$ cat src/rtl/soft_clip_multi.sv
// Multi-channel soft clipper: one shared knee/compression datapath walks the channels of a frame.
// Optional per-channel clip-event counters are built when SOFT_CLIP_COUNT_EN is defined.
module soft_clip_multi #(
  parameter int WIDTH     = 16,
  parameter int CHANNELS  = 2,
  parameter int COMP_BITS = 4,
  parameter int CNT_WIDTH = 8
) (
  input  logic                          clk,
  input  logic                          rst,
  input  logic                          in_valid,
  output logic                          in_ready,
  input  logic [WIDTH*CHANNELS-1:0]     in_data,
  input  logic [COMP_BITS-1:0]          comp_in,
  input  logic [1:0]                    ratio,
  output logic                          out_valid,
  input  logic                          out_ready,
  output logic [WIDTH*CHANNELS-1:0]     out_data,
  output logic [CNT_WIDTH*CHANNELS-1:0] clip_count
);

  localparam int IDX_W = $clog2(CHANNELS + 1);
  localparam logic [IDX_W-1:0] LAST = IDX_W'(CHANNELS);

  typedef enum logic [1:0] {IDLE, PROC, DONE} state_t;

  state_t                      state_q, state_d;
  logic [IDX_W-1:0]            idx_q, idx_d;
  logic [WIDTH*CHANNELS-1:0]   frame_q, frame_d;
  logic [COMP_BITS-1:0]        comp_q, comp_d;
  logic [1:0]                  ratio_q, ratio_d;
  logic [WIDTH-1:0]            sample_q, sample_d;
  logic [WIDTH*CHANNELS-1:0]   out_q, out_d;
  logic [WIDTH-1:0]            sample_sel;
  logic [CHANNELS-1:0]         wr_en;

  logic signed [WIDTH-1:0]     x_s, t_s, neg_t_s, diff_lo_s, y_s;
  logic [WIDTH-1:0]            diff_hi;
  logic [2:0]                  s_amt;
  logic                        clip_hi, clip_lo;

  // Two-stage walk: at index i the operand register loads channel i while the
  // result for channel i-1 is written back, so PROC spans CHANNELS+1 cycles.
  always_comb begin
    sample_sel = '0;
    wr_en      = '0;
    for (int i = 0; i < CHANNELS; i++) begin
      if (idx_q == IDX_W'(i)) begin
        sample_sel = frame_q[i*WIDTH +: WIDTH];
      end
      wr_en[i] = (state_q == PROC) && (idx_q == IDX_W'(i + 1));
    end
  end

  always_comb begin
    s_amt     = {1'b0, ratio_q} + 3'd1;
    t_s       = $signed(WIDTH'(comp_q) << (WIDTH - 1 - COMP_BITS));
    neg_t_s   = -t_s;
    x_s       = $signed(sample_q);
    clip_hi   = (x_s >= t_s);
    clip_lo   = (x_s < neg_t_s);
    diff_hi   = $unsigned(x_s - t_s);
    diff_lo_s = x_s + t_s;
    y_s       = x_s;
    if (clip_hi) begin
      y_s = t_s + $signed(diff_hi >> s_amt);
    end else if (clip_lo) begin
      y_s = neg_t_s + (diff_lo_s >>> s_amt);
    end
  end

  always_comb begin
    state_d  = state_q;
    idx_d    = idx_q;
    frame_d  = frame_q;
    comp_d   = comp_q;
    ratio_d  = ratio_q;
    sample_d = sample_q;
    out_d    = out_q;
    for (int i = 0; i < CHANNELS; i++) begin
      if (wr_en[i]) begin
        out_d[i*WIDTH +: WIDTH] = $unsigned(y_s);
      end
    end
    case (state_q)
      IDLE: begin
        if (in_valid) begin
          frame_d = in_data;
          comp_d  = comp_in;
          ratio_d = ratio;
          idx_d   = '0;
          state_d = PROC;
        end
      end
      PROC: begin
        idx_d = idx_q + IDX_W'(1);
        if (idx_q != LAST) begin
          sample_d = sample_sel;
        end else begin
          idx_d   = '0;
          state_d = DONE;
        end
      end
      DONE: begin
        if (out_ready) begin
          state_d = IDLE;
        end
      end
      default: state_d = IDLE;
    endcase
  end

  always_ff @(posedge clk) begin
    if (rst) begin
      state_q  <= IDLE;
      idx_q    <= '0;
      frame_q  <= '0;
      comp_q   <= '0;
      ratio_q  <= '0;
      sample_q <= '0;
      out_q    <= '0;
    end else begin
      state_q  <= state_d;
      idx_q    <= idx_d;
      frame_q  <= frame_d;
      comp_q   <= comp_d;
      ratio_q  <= ratio_d;
      sample_q <= sample_d;
      out_q    <= out_d;
    end
  end

  assign in_ready  = (state_q == IDLE);
  assign out_valid = (state_q == DONE);
  assign out_data  = out_q;

`ifdef SOFT_CLIP_COUNT_EN
  logic clip_hit;
  assign clip_hit = clip_hi | clip_lo;

  for (genvar gi = 0; gi < CHANNELS; gi++) begin : g_cnt
    logic [CNT_WIDTH-1:0] cnt_q, cnt_d;

    always_comb begin
      cnt_d = cnt_q;
      if (wr_en[gi] && clip_hit && !(&cnt_q)) begin
        cnt_d = cnt_q + CNT_WIDTH'(1);
      end
    end

    always_ff @(posedge clk) begin
      if (rst) begin
        cnt_q <= '0;
      end else begin
        cnt_q <= cnt_d;
      end
    end

    assign clip_count[gi*CNT_WIDTH +: CNT_WIDTH] = cnt_q;
  end
`else
  assign clip_count = '0;
`endif

endmodule

$ cat config.mk
export PLATFORM = sky130hd
export DESIGN_NAME = soft_clip_multi
export DESIGN_NICKNAME = d
export VERILOG_FILES = /design/src/rtl/soft_clip_multi.sv
export SDC_FILE = /design/constraint.sdc
export NUM_CORES = 1
export LEC_CHECK = 0
export ABC_AREA = 1
export ABC_CLOCK_PERIOD_IN_PS = 4100
export BUFFER_PORTS_ARGS = -buffer_cell sky130_fd_sc_hd__buf_2
export CORE_MARGIN = 3
export CORE_UTILIZATION = 39
export DETAILED_ROUTE_END_ITERATION = 6
export GPL_TIMING_DRIVEN = 0
export PLACE_DENSITY = 0.56
export SLEW_MARGIN = 20
export SYNTH_ARGS = -nofsm -noshare
export SYNTH_HDL_FRONTEND = slang
export SYNTH_SLANG_ARGS = --single-unit
$ cat constraint.sdc
create_clock -name clk -period 4.1 [get_ports clk]
set_input_delay 0.205 -clock clk [delete_from_list [all_inputs] [get_ports clk]]
set_output_delay 0.205 -clock clk [all_outputs]
set_load 0.01 [all_outputs]
==> impl_metrics.csv, run 1 <==
group,metric,value,unit
timing,grt_setup_unrepaired,"false",
setup_path,timing.setup.critical_path_class,"register to register",
timing,finalCriticalPeriod,3547,ps
timing,setup_clock_skew_after_layout,9.327,ps
clock_tree,tritoncts,"yes",
grt,antenna_violations_before_repair,0,
timing,worst_pin_slew,656.4,ps
setup_path,timing.critical_path.max_delay_family,"simple AND/OR/NAND/NOR gates",
timing,setup_viol,0,
logic_synthesis,synth_enable_flop_cells,0,
timing,finalHoldViolations,0,
logic_synthesis,synth.yosys.warnings,0,
clock_tree,cts_max_level,3,
floorplan,placement_rows,43,
floorplan,die_y,127.6,µm
setup_path,setup.worst_path.start_class,"register",
power,power_per_cell_area,488.1,mW/mm²
detailed_routing,drt-pass1-iter-count,5,
clock_tree,cts-hold-fix-buffers,0,
logic_synthesis,synthFlopType,"dfxtp_1",
clock_tree,post_cts.repair.setup_buffers,0,
setup_path,cp_common_cell,"nand2_1",
floorplan,core,0.01415,mm²
floorplan,start_util,40.74,%
detailed_routing,drc_errors,0,
detailed_routing,viasPerCell,4.701,
clock_tree,max-clock-path-buffers,2,
worst_hold_path,min_path_type,"input pin to register",
cells_and_area,finish.net_count,1043,
logic_synthesis,ys_seq_elements,90,
worst_hold_path,timing.hold.worst_path_depth,3,
floorplan,fp.dieW,127.6,µm
cells_and_area,drive_gt1_share,15.73,%
cells_and_area,syn2layout_area_growth,16.43,%
setup_path,cpPeakStageDelay,450,ps
setup_path,required,4360,ps
timing,worst_rel_slew_slack,56.08,%
timing,slew_violations,0,
floorplan,total_die_area,0.01628,mm²
timing,fin_crit_sh,86.52,%
grt,grt_pass1_vias,5111,
clock_tree,cts-buffers-inserted,9,
timing,whs,96.31,ps
worst_hold_path,hold_path.startpoint,"in_data[17]",
placed_design,buffer_ports.inserted,74,
floorplan,ioPinCount,92,
logic_synthesis,ys_seq_area_share,31.26,%
setup_path,critical_path_buf_inv_count,6,
power,p_leak,3.415,nW
setup_path,timing.reg2reg.setup_slack,550,ps
cells_and_area,antenna-diode-count,0,
setup_path,cp_slowest_cell,"dfxtp_1",
setup_path,critical_path.endpoint_type,"register",
clock_tree,cts.repair.resized,0,
setup_path,reg2reg_from,"comp_q[2]",
placed_design,globalplace.congestion,0.9344,
clock_tree,cts.reportedPaths.clkPinSlew,70,ps
logic_synthesis,distinct_cells_synth,40,
setup_path,regToRegEndpoint,"out_data[31]",
detailed_routing,wirelength,16.05,mm
setup_path,timing.critical_path.fanout_max,8,
clock_tree,clock-sinks,90,
grt,maximum_number_of_pins_on_one_net_before_global_route_repair,16,
grt,grt_first_pass_wirelength,26.19,mm
grt,grt_remaining_overflow,0,
worst_hold_path,holdPathEnd,"frame_q[17]",
logic_synthesis,synthArstFlopShare,0,%
cells_and_area,finalCoreUtilization,47.43,%
placed_design,dpl.hpwl,13.09,mm
setup_path,crit_arrival,3810,ps
job,drv_cap,0,
logic_synthesis,synth.avg_cell_area,6.595,µm²
cells_and_area,non_filler_instance_count_after_layout,1159,
timing,clock.fmax,0.2819,GHz
detailed_routing,wire_per_inst,13.85,µm
clock_tree,clkLatencyLatePin,360,ps
detailed_routing,route.vias.total,5448,
setup_path,r2r_cells,25,
detailed_routing,drtAntennaViolNets,0,
clock_tree,clockRootBuffer,"clkbuf_16",
detailed_routing,drt_iter0_markers,318,
placed_design,dpl.cell_count,1143,
logic_synthesis,synthesis.area,0.005764,mm²
status,outcome,"complete, no violations",
grt,global_route.usage.total,20.22,%
logic_synthesis,syn-instance-count,874,
cells_and_area,fill_cells,1601,
power,peakVddDrop,0.2508,mV
timing,final.setup.tns,0,ps
report_power, final:
part           total [W]  internal [W]  leakage, nW  switching, W
Sequential       0.00103      0.000966        0.740     0.0000631
Clock           0.000846      0.000478        0.137      0.000368
Combinational    0.00140      0.000517         2.54      0.000884
per-layer routing:
layer	part of all wire (%)	track usage [%]	vias to the layer above
li1	-	-	2985
met1	47	27.09	2315
met2	46	33.60	132
met3	5.1	3.679	16
met4	1.7	5.431	0
met5	0	0	-
layout make-up:
cell class / instances / area (µm²) / share of cell area (%)
Multi-Input combinational cell: 644 / 3259 / 48.56
Sequential cell: 90 / 1802 / 26.85
Buffer: 62 / 405.4 / 6.040
Timing Repair Buffer: 74 / 370.4 / 5.518
Inverter: 93 / 354.1 / 5.276
Clock buffer: 11 / 232.7 / 3.468
Tap cell: 180 / 225.2 / 3.356
Clock inverter: 5 / 62.56 / 0.9321
registers in the layout, indices dropped and copies added, names as in the netlist:
signal / count
comp_q: 4
state_q: 2
sample_q: 16
out_data: 32
ratio_q: 2
idx_q: 2
frame_q: 32
Yosys cell counts (all sizes together), types with 5 or more instances:
library cell / count / area, µm²
nand2: 191 / 754.5
nor2: 153 / 591.8
nand3: 100 / 555.5
inv: 91 / 346.6
dfxtp: 90 / 1802
o21ai: 72 / 360.3
a21oi: 41 / 209.0
buf: 36 / 287.8
clkbuf: 24 / 100.1
ha: 23 / 287.8
a221oi: 16 / 140.1
mux2i: 5 / 50.05
xor2: 5 / 43.79
placed cells by master, fill, tap and decap left out, types with 21 or more instances in the layout:
| master | netlist | layout |
|---|---|---|
| buf_2 | 7 | 81 |
| dfxtp_1 | 90 | 90 |
| inv_1 | 86 | 86 |
| nor2_1 | 150 | 150 |
| o21ai_0 | 67 | 67 |
| buf_4 | 21 | 21 |
| ha_1 | 23 | 23 |
| a21oi_1 | 40 | 40 |
| nand3_1 | 89 | 89 |
| nand2_1 | 182 | 182 |
| clkbuf_1 | 23 | 25 |
worst register-to-register path, stage by stage (launching register included):
cell and delay [ps]:
dfxtp_1 450, inv_1 140, ha_1 310, buf_6 130
inv_1 60, a21oi_1 190, nand2_1 70, nand2_1 80
nand3_1 90, nand3_1 120, nand2_1 80, nand2_1 60
nand2_1 60, inv_1 50, ha_1 160, inv_1 60
fa_1 410, nand3b_1 200, nand3_1 120, nand2_1 60
nand2_1 50, nand3_1 120, nand3_1 130, nand3_1 120
nand2_1 80, inv_1 30
stage by stage:
stage / cell area (µm²) / setup slack [ps] / power [W]
after CTS: 6711 / 572.3 / 0.003306
after detailed placement: 6416 / 591.7 / 0.002447
after global placement: 6416 / 595.7 / 0.002443
final: 6711 / 552.6 / 0.003276
after floorplan: 5821 / 1207 / 0.002100
after global routing: 6711 / 221.4 / 0.003538
cell families (layout without fill, tap and decap cells):
| kind of cell | count (synthesis) | after routing | synth area share, % |
|---|---|---|---|
| other | 1 | 16 | 0.06506 |
| DFF | 90 | 90 | 31.26 |
| muxes | 5 | 5 | 0.8683 |
| adders and majority gates | 27 | 27 | 6.382 |
| buffers and inverters | 155 | 245 | 13.18 |
| xor gates and xnor gates | 9 | 9 | 1.367 |
| and+or+nand+nor | 453 | 453 | 33.95 |
| AOI/OAI and AO/OA | 134 | 134 | 12.94 |
how the worst max path moves through the flow:
stage,start,endpoint,slack [ps],cells after the start
detailed placement,comp_q[2],out_data[31],590,25
floorplan,comp_q[2],out_data[15],1210,25
global placement,comp_q[2],out_data[31],600,25
global route,comp_q[2],out_data[31],220,25
CTS,comp_q[2],out_data[31],570,25
finish,comp_q[2],out_data[31],550,25
Note: power is estimated with default switching activity, not from simulation.
==> run 2, diff against run 1 <==
--- a/config.mk
+++ b/config.mk
@@ -8,8 +8,8 @@
 export ABC_AREA = 1
 export ABC_CLOCK_PERIOD_IN_PS = 4100
 export BUFFER_PORTS_ARGS = -buffer_cell sky130_fd_sc_hd__buf_2
-export CORE_MARGIN = 3
 export CORE_UTILIZATION = 39
+export CTS_BUF_LIST = sky130_fd_sc_hd__clkbuf_8
 export DETAILED_ROUTE_END_ITERATION = 6
 export GPL_TIMING_DRIVEN = 0
 export PLACE_DENSITY = 0.56
==> run 2 against run 1 <==
Compared with the run above: clock skew up 1.5 ps; critical endpoint unchanged; combinational power is essentially flat; sequential power about the same; register-to-register slack hardly changed; via count about the same.
==> impl_metrics.csv, run 2 (same netlist as run 1, synthesis figures left out) <==
group,metric,value,unit
job,drv_cap,0,
clock_tree,cts.reportedPaths.clkPinSlew,100,ps
clock_tree,clock-sinks,90,
clock_tree,cts-hold-fix-buffers,0,
setup_path,worstSetupEndpoint,"out_data[31]",
timing,setup_clock_skew_after_layout,10.86,ps
timing,layout_setup_ws,553.6,ps
detailed_routing,viasPerCell,4.683,
timing,worst_rel_slew_slack,57.31,%
detailed_routing,route.vias.total,5446,
detailed_routing,drc_errors,0,
worst_hold_path,min_path_type,"input pin to register",
cells_and_area,layout.cells.most_common_list,"nand2_1, nor2_1, dfxtp_1, nand3_1, inv_1",
power,power_per_cell_area,460.9,mW/mm²
setup_path,timing.setup.critical_path_class,"register to register",
detailed_routing,top_signal_layer_used,"met4",
floorplan,core,0.01448,mm²
cells_and_area,final_common_cell,"nand2_1",
grt,grt_pass1_vias,5126,
detailed_routing,drt-pass1-iter-count,5,
grt,antenna_violations_before_repair,0,
timing,worst_pin_slew,638.0,ps
timing,setup_viol,0,
cells_and_area,antenna-diode-count,0,
placed_design,globalplace.congestion,0.9684,
grt,maximum_number_of_pins_on_one_net_before_global_route_repair,18,
status,outcome,"complete, no violations",
floorplan,die_y,123.6,µm
timing,slew_violations,0,
detailed_routing,wire_per_inst,13.47,µm
clock_tree,cts_max_level,3,
detailed_routing,drt_iter0_markers,347,
detailed_routing,detailroute.wirelength.met2,6.804,mm
clock_tree,max-clock-path-buffers,2,
setup_path,path_depth,23,
setup_path,r2r_cells,23,
detailed_routing,wirelength,15.67,mm
clock_tree,cts.repair.resized,0,
clock_tree,cts-buffers-inserted,9,
power,peakVddDrop,0.2447,mV
setup_path,critical_path_buf_inv_count,4,
setup_path,cpPeakStageDelay,540,ps
floorplan,placement_rows,44,
timing,finalCriticalPeriod,3546,ps
cells_and_area,finish.net_count,1043,
grt,grt_first_pass_wirelength,25.80,mm
floorplan,ioPinCount,92,
clock_tree,clockRootBuffer,"clkbuf_8",
setup_path,regToRegEndpoint,"out_data[31]",
timing,finalHoldViolations,0,
setup_path,reg2reg_from,"comp_q[1]",
setup_path,timing.critical_path.fanout_max,5,
clock_tree,post_cts.repair.setup_buffers,0,
timing,grt_setup_unrepaired,"false",
placed_design,placed_cell_area,0.006421,mm²
power,total_power,0.003049,W
detailed_routing,drtAntennaViolNets,0,
timing,fin_crit_sh,86.50,%
grt,global_route.usage.total,22.11,%
detailed_routing,met3WireLength,562,µm
placed_design,dpl.hpwl,12.70,mm
setup_path,cp_slowest_cell,"dfxtp_1",
worst_hold_path,hold_path.startpoint,"in_data[8]",
floorplan,fp.dieW,123.6,µm
clock_tree,clkLatencyLatePin,390,ps
floorplan,total_die_area,0.01527,mm²
setup_path,setup.worst_path.start_class,"register",
cells_and_area,syn2layout_area_growth,14.76,%
setup_path,timing.reg2reg.setup_slack,550,ps
setup_path,crit_arrival,3850,ps
cells_and_area,finish.instance_area,0.006615,mm²
cells_and_area,drive_gt1_share,15.93,%
power,p_leak,3.375,nW
setup_path,timing.critical_path.max_delay_family,"simple AND/OR/NAND/NOR gates",
setup_path,startpoint,"comp_q[1]",
placed_design,dp_slack,573.7,ps
setup_path,crit_path_cell_trace,"inv_1 -> ha_1 -> nor2_1 -> nand2_1 -> nand3_1 -> nand3_1 -> nand3_1 -> nand2_1 -> nand2_1 -> nand2_1 -> inv_1 -> ha_1 -> inv_1 -> fa_1 -> nand3b_1 -> nand3_1 -> nand2_1 -> nand2_1 -> nand3_1 -> nand3_1 -> nand3_1 -> nand2_1 -> inv_1",
setup_path,required,4400,ps
floorplan,start_util,39.81,%
timing,clock.fmax,0.2820,GHz
clock_tree,tritoncts,"yes",
setup_path,critical_path.endpoint_type,"register",
placed_design,buffer_ports.inserted,74,
grt,grt_remaining_overflow,0,
timing,final.setup.tns,0,ps
detailed_routing,wirelength_met1,7.874,mm
run 2: changes by cell type in the layout (fill, tap and decap cells not counted), sizes merged:
cell	previous run	this run
clkinv	2	4
clkinvlp	2	1
inv	93	94
bufinv	1	0
clkbuf	35	34
run 2: worst min path at each step:
stage | to | slack, ps | cells past startpoint
after floorplan | frame_q[8] | 350 | 2
after global placement | frame_q[8] | 450 | 3
after detailed placement | frame_q[8] | 450 | 3
after CTS | frame_q[8] | 40 | 3
after global routing | frame_q[0] | 70 | 3
final | frame_q[8] | 50 | 3
run 2: through the flow:
step,utilization (%),cells,hold WS [ps]
global route,45.69,1163,66.44
global placement,44.35,1147,451.4
detailed placement,44.35,1147,452.9
finish,45.69,1163,47.33
CTS,45.69,1163,42.23
floorplan,-,889,353.4
run 2: layer usage:
metal	global-route usage (%)	vias to the layer above
met5	0	-
met1	29.88	2321
li1	-	2978
met2	35.75	125
met3	2.747	22
met4	8.660	0
run 2: final cells by class:
type                       instances  area (µm²)
timing repair buffer              74       370.4
clock buffer                      10       137.6
buffer                            62       405.4
multi-input combinational        644        3259
clock inverter                     6       56.30
sequential                        90        1802
inverter                          93       354.1
fill                            1598        7864
tap                              184       230.2
run 2: worst reg2reg max path, stage by stage, from the launching register on:
cell and delay [ps]:
dfxtp_1 540, inv_1 230, ha_1 370, nor2_1 110, nand2_1 70, nand3_1 110
nand3_1 110, nand3_1 120, nand2_1 70, nand2_1 60, nand2_1 70, inv_1 50
ha_1 160, inv_1 60, fa_1 410, nand3b_1 200, nand3_1 140, nand2_1 80
nand2_1 50, nand3_1 80, nand3_1 140, nand3_1 130, nand2_1 80, inv_1 40
run 2: where the power goes:
| group | internal (W) | switching (W) | leakage, nW |
|---|---|---|---|
| Sequential | 0.000965 | 0.0000639 | 0.740 |
| Combinational | 0.000517 | 0.000875 | 2.54 |
| Clock | 0.000250 | 0.000378 | 0.0969 |
==> run 3, diff against run 2 <==
--- a/config.mk
+++ b/config.mk
@@ -8,11 +8,11 @@
 export ABC_AREA = 1
 export ABC_CLOCK_PERIOD_IN_PS = 4100
 export BUFFER_PORTS_ARGS = -buffer_cell sky130_fd_sc_hd__buf_2
-export CORE_UTILIZATION = 39
+export CORE_UTILIZATION = 59
 export CTS_BUF_LIST = sky130_fd_sc_hd__clkbuf_8
 export DETAILED_ROUTE_END_ITERATION = 6
 export GPL_TIMING_DRIVEN = 0
-export PLACE_DENSITY = 0.56
+export PLACE_DENSITY_LB_ADDON = 0.08
 export SLEW_MARGIN = 20
 export SYNTH_ARGS = -nofsm -noshare
 export SYNTH_HDL_FRONTEND = slang
==> run 3 against run 2 <==
Compared with the run above: routed wire length shrank 4.8%; maximum frequency fell by 0.51%; critical endpoint unchanged; final area down 1.3%; global-route usage increased by 8.7 points; combinational power about the same; via count is 5.8% higher; clock-buffer cell count fell by 1; register-to-register slack worse by 20 ps; worst setup slack got worse by 18 ps; total power decreased by 1.4%.
==> impl_metrics.csv, run 3 (same netlist as run 1, synthesis figures left out) <==
group,metric,value,unit
status,outcome,"complete, no violations",
clock_tree,cts-hold-fix-buffers,0,
timing,clock.fmax,0.2805,GHz
cells_and_area,finish.net_count,1043,
clock_tree,cts.reportedPaths.clkPinSlew,100,ps
detailed_routing,wire_per_inst,13.47,µm
placed_design,globalplace.congestion,0.9554,
timing,grt_setup_unrepaired,"false",
setup_path,timing.setup.critical_path_class,"register to register",
floorplan,die_y,100.8,µm
timing,setup_viol,0,
floorplan,total_die_area,0.01017,mm²
power,p_leak,3.366,nW
floorplan,ioPinCount,92,
clock_tree,max-clock-path-buffers,2,
setup_path,setup.worst_path.start_class,"register",
timing,final.setup.tns,0,ps
worst_hold_path,min_path_type,"input pin to register",
placed_design,buffer_ports.inserted,74,
grt,grt_remaining_overflow,0,
detailed_routing,drt-pass1-iter-count,5,
cells_and_area,antenna-diode-count,0,
setup_path,cp_common_cell,"nand2_1",
clock_tree,clockRootBuffer,"clkbuf_8",
timing,slew_violations,0,
clock_tree,post_cts.repair.setup_buffers,0,
detailed_routing,route.vias.total,5762,
setup_path,crit_arrival,3830,ps
clock_tree,cts_max_level,3,
floorplan,fp.dieW,100.8,µm
timing,whs,83.25,ps
setup_path,critical_path_buf_inv_count,6,
detailed_routing,drc_errors,0,
placed_design,dpl.hpwl,12.05,mm
cells_and_area,final_common_cell,"nand2_1",
setup_path,startpoint,"comp_q[2]",
cells_and_area,non_filler_instance_count_after_layout,1107,
power,power_per_cell_area,460.8,mW/mm²
power,total_power,0.003007,W
cells_and_area,layout.cells.most_common_list,"nand2_1, nor2_1, dfxtp_1, nand3_1, inv_1",
detailed_routing,viasPerCell,5.205,
cells_and_area,finalCoreUtilization,69.64,%
clock_tree,cts.repair.resized,0,
setup_path,critical_path.endpoint_type,"register",
grt,grt_first_pass_wirelength,24.41,mm
clock_tree,tritoncts,"yes",
detailed_routing,wirelength,14.91,mm
detailed_routing,drtAntennaViolNets,0,
setup_path,reg2reg_from,"comp_q[2]",
worst_hold_path,hold_path.startpoint,"in_data[8]",
cells_and_area,fill_cells,928,
detailed_routing,drt_iter0_markers,392,
floorplan,placement_rows,35,
power,peakVddDrop,0.2858,mV
clock_tree,clkLatencyLatePin,360,ps
placed_design,dpl.cell_count,1092,
cells_and_area,drive_gt1_share,15.85,%
setup_path,timing.critical_path.max_delay_family,"simple AND/OR/NAND/NOR gates",
floorplan,core,0.009371,mm²
timing,setup_clock_skew_after_layout,13.08,ps
grt,global_route.usage.total,30.76,%
floorplan,start_util,61.51,%
grt,grt_pass1_vias,5147,
clock_tree,cts-buffers-inserted,9,
timing,fin_crit_sh,86.94,%
grt,maximum_number_of_pins_on_one_net_before_global_route_repair,17,
setup_path,required,4370,ps
setup_path,cpPeakStageDelay,460,ps
grt,antenna_violations_before_repair,0,
setup_path,timing.critical_path.fanout_max,8,
timing,finalCriticalPeriod,3565,ps
clock_tree,clock-sinks,90,
cells_and_area,syn2layout_area_growth,13.22,%
timing,finalHoldViolations,0,
job,drv_cap,0,
setup_path,cp_slowest_cell,"dfxtp_1",
[run 3: cell count changes in the layout (fill, tap and decap cells not counted)]
| cell | previous run | this run |
|---|---|---|
| clkinv_2 | 0 | 1 |
| clkbuf_8 | 11 | 10 |
| inv_8 | 2 | 1 |
| inv_6 | 2 | 4 |
| clkinv_4 | 2 | 0 |
[run 3: worst register-to-register path, stage by stage (launching register included)]
cell and delay, ps:
dfxtp_1 460, inv_1 140, ha_1 310, buf_6 130, inv_1 60, a21oi_1 160, nand2_1 70, nand2_1 80
nand3_1 90, nand3_1 100, nand2_1 60, nand2_1 60, nand2_1 70, inv_1 60, ha_1 170, inv_1 70
fa_1 420, nand3b_1 200, nand3_1 120, nand2_1 60, nand2_1 60, nand3_1 80, nand3_1 150, nand3_1 160
nand2_1 100, inv_1 40
[run 3: stage by stage]
step                instance area (µm²)  setup slack (ps)
floorplan                          5821              1207
global placement                   6352             659.2
detailed placement                 6352             603.9
CTS                                6526             574.3
global route                       6526             242.3
finish                             6526             535.5
[run 3: final cells by class]
class,count,area [µm²],area share (%)
timing repair buffer,74,370.4,5.675
inverter,93,354.1,5.426
buffer,62,405.4,6.212
clock buffer,9,123.9,1.898
clock inverter,6,50.05,0.7669
sequential,90,1802,27.61
multi-input combinational,644,3259,49.94
tap,129,161.4,2.473
[run 3: final timing paths]
path | slack (ps) | end | cells past startpoint
hold / removal | 80 | frame_q[8] | 3
setup reg to reg | 540 | out_data[31] | 25
hold reg to reg | 490 | frame_q[9] | 2
setup / recovery | 540 | out_data[31] | 25
[run 3: power breakdown]
part           switching (W)  internal [W]
registers          0.0000617      0.000965
logic               0.000884      0.000518
clock network       0.000351      0.000227
[run 3: routing by layer]
metal / wire (µm) / GRT usage, %
met2: 6928 / 52.74
met1: 6626 / 38.35
met5: 0 / 0
met4: 454 / 12.26
met3: 903 / 5.340
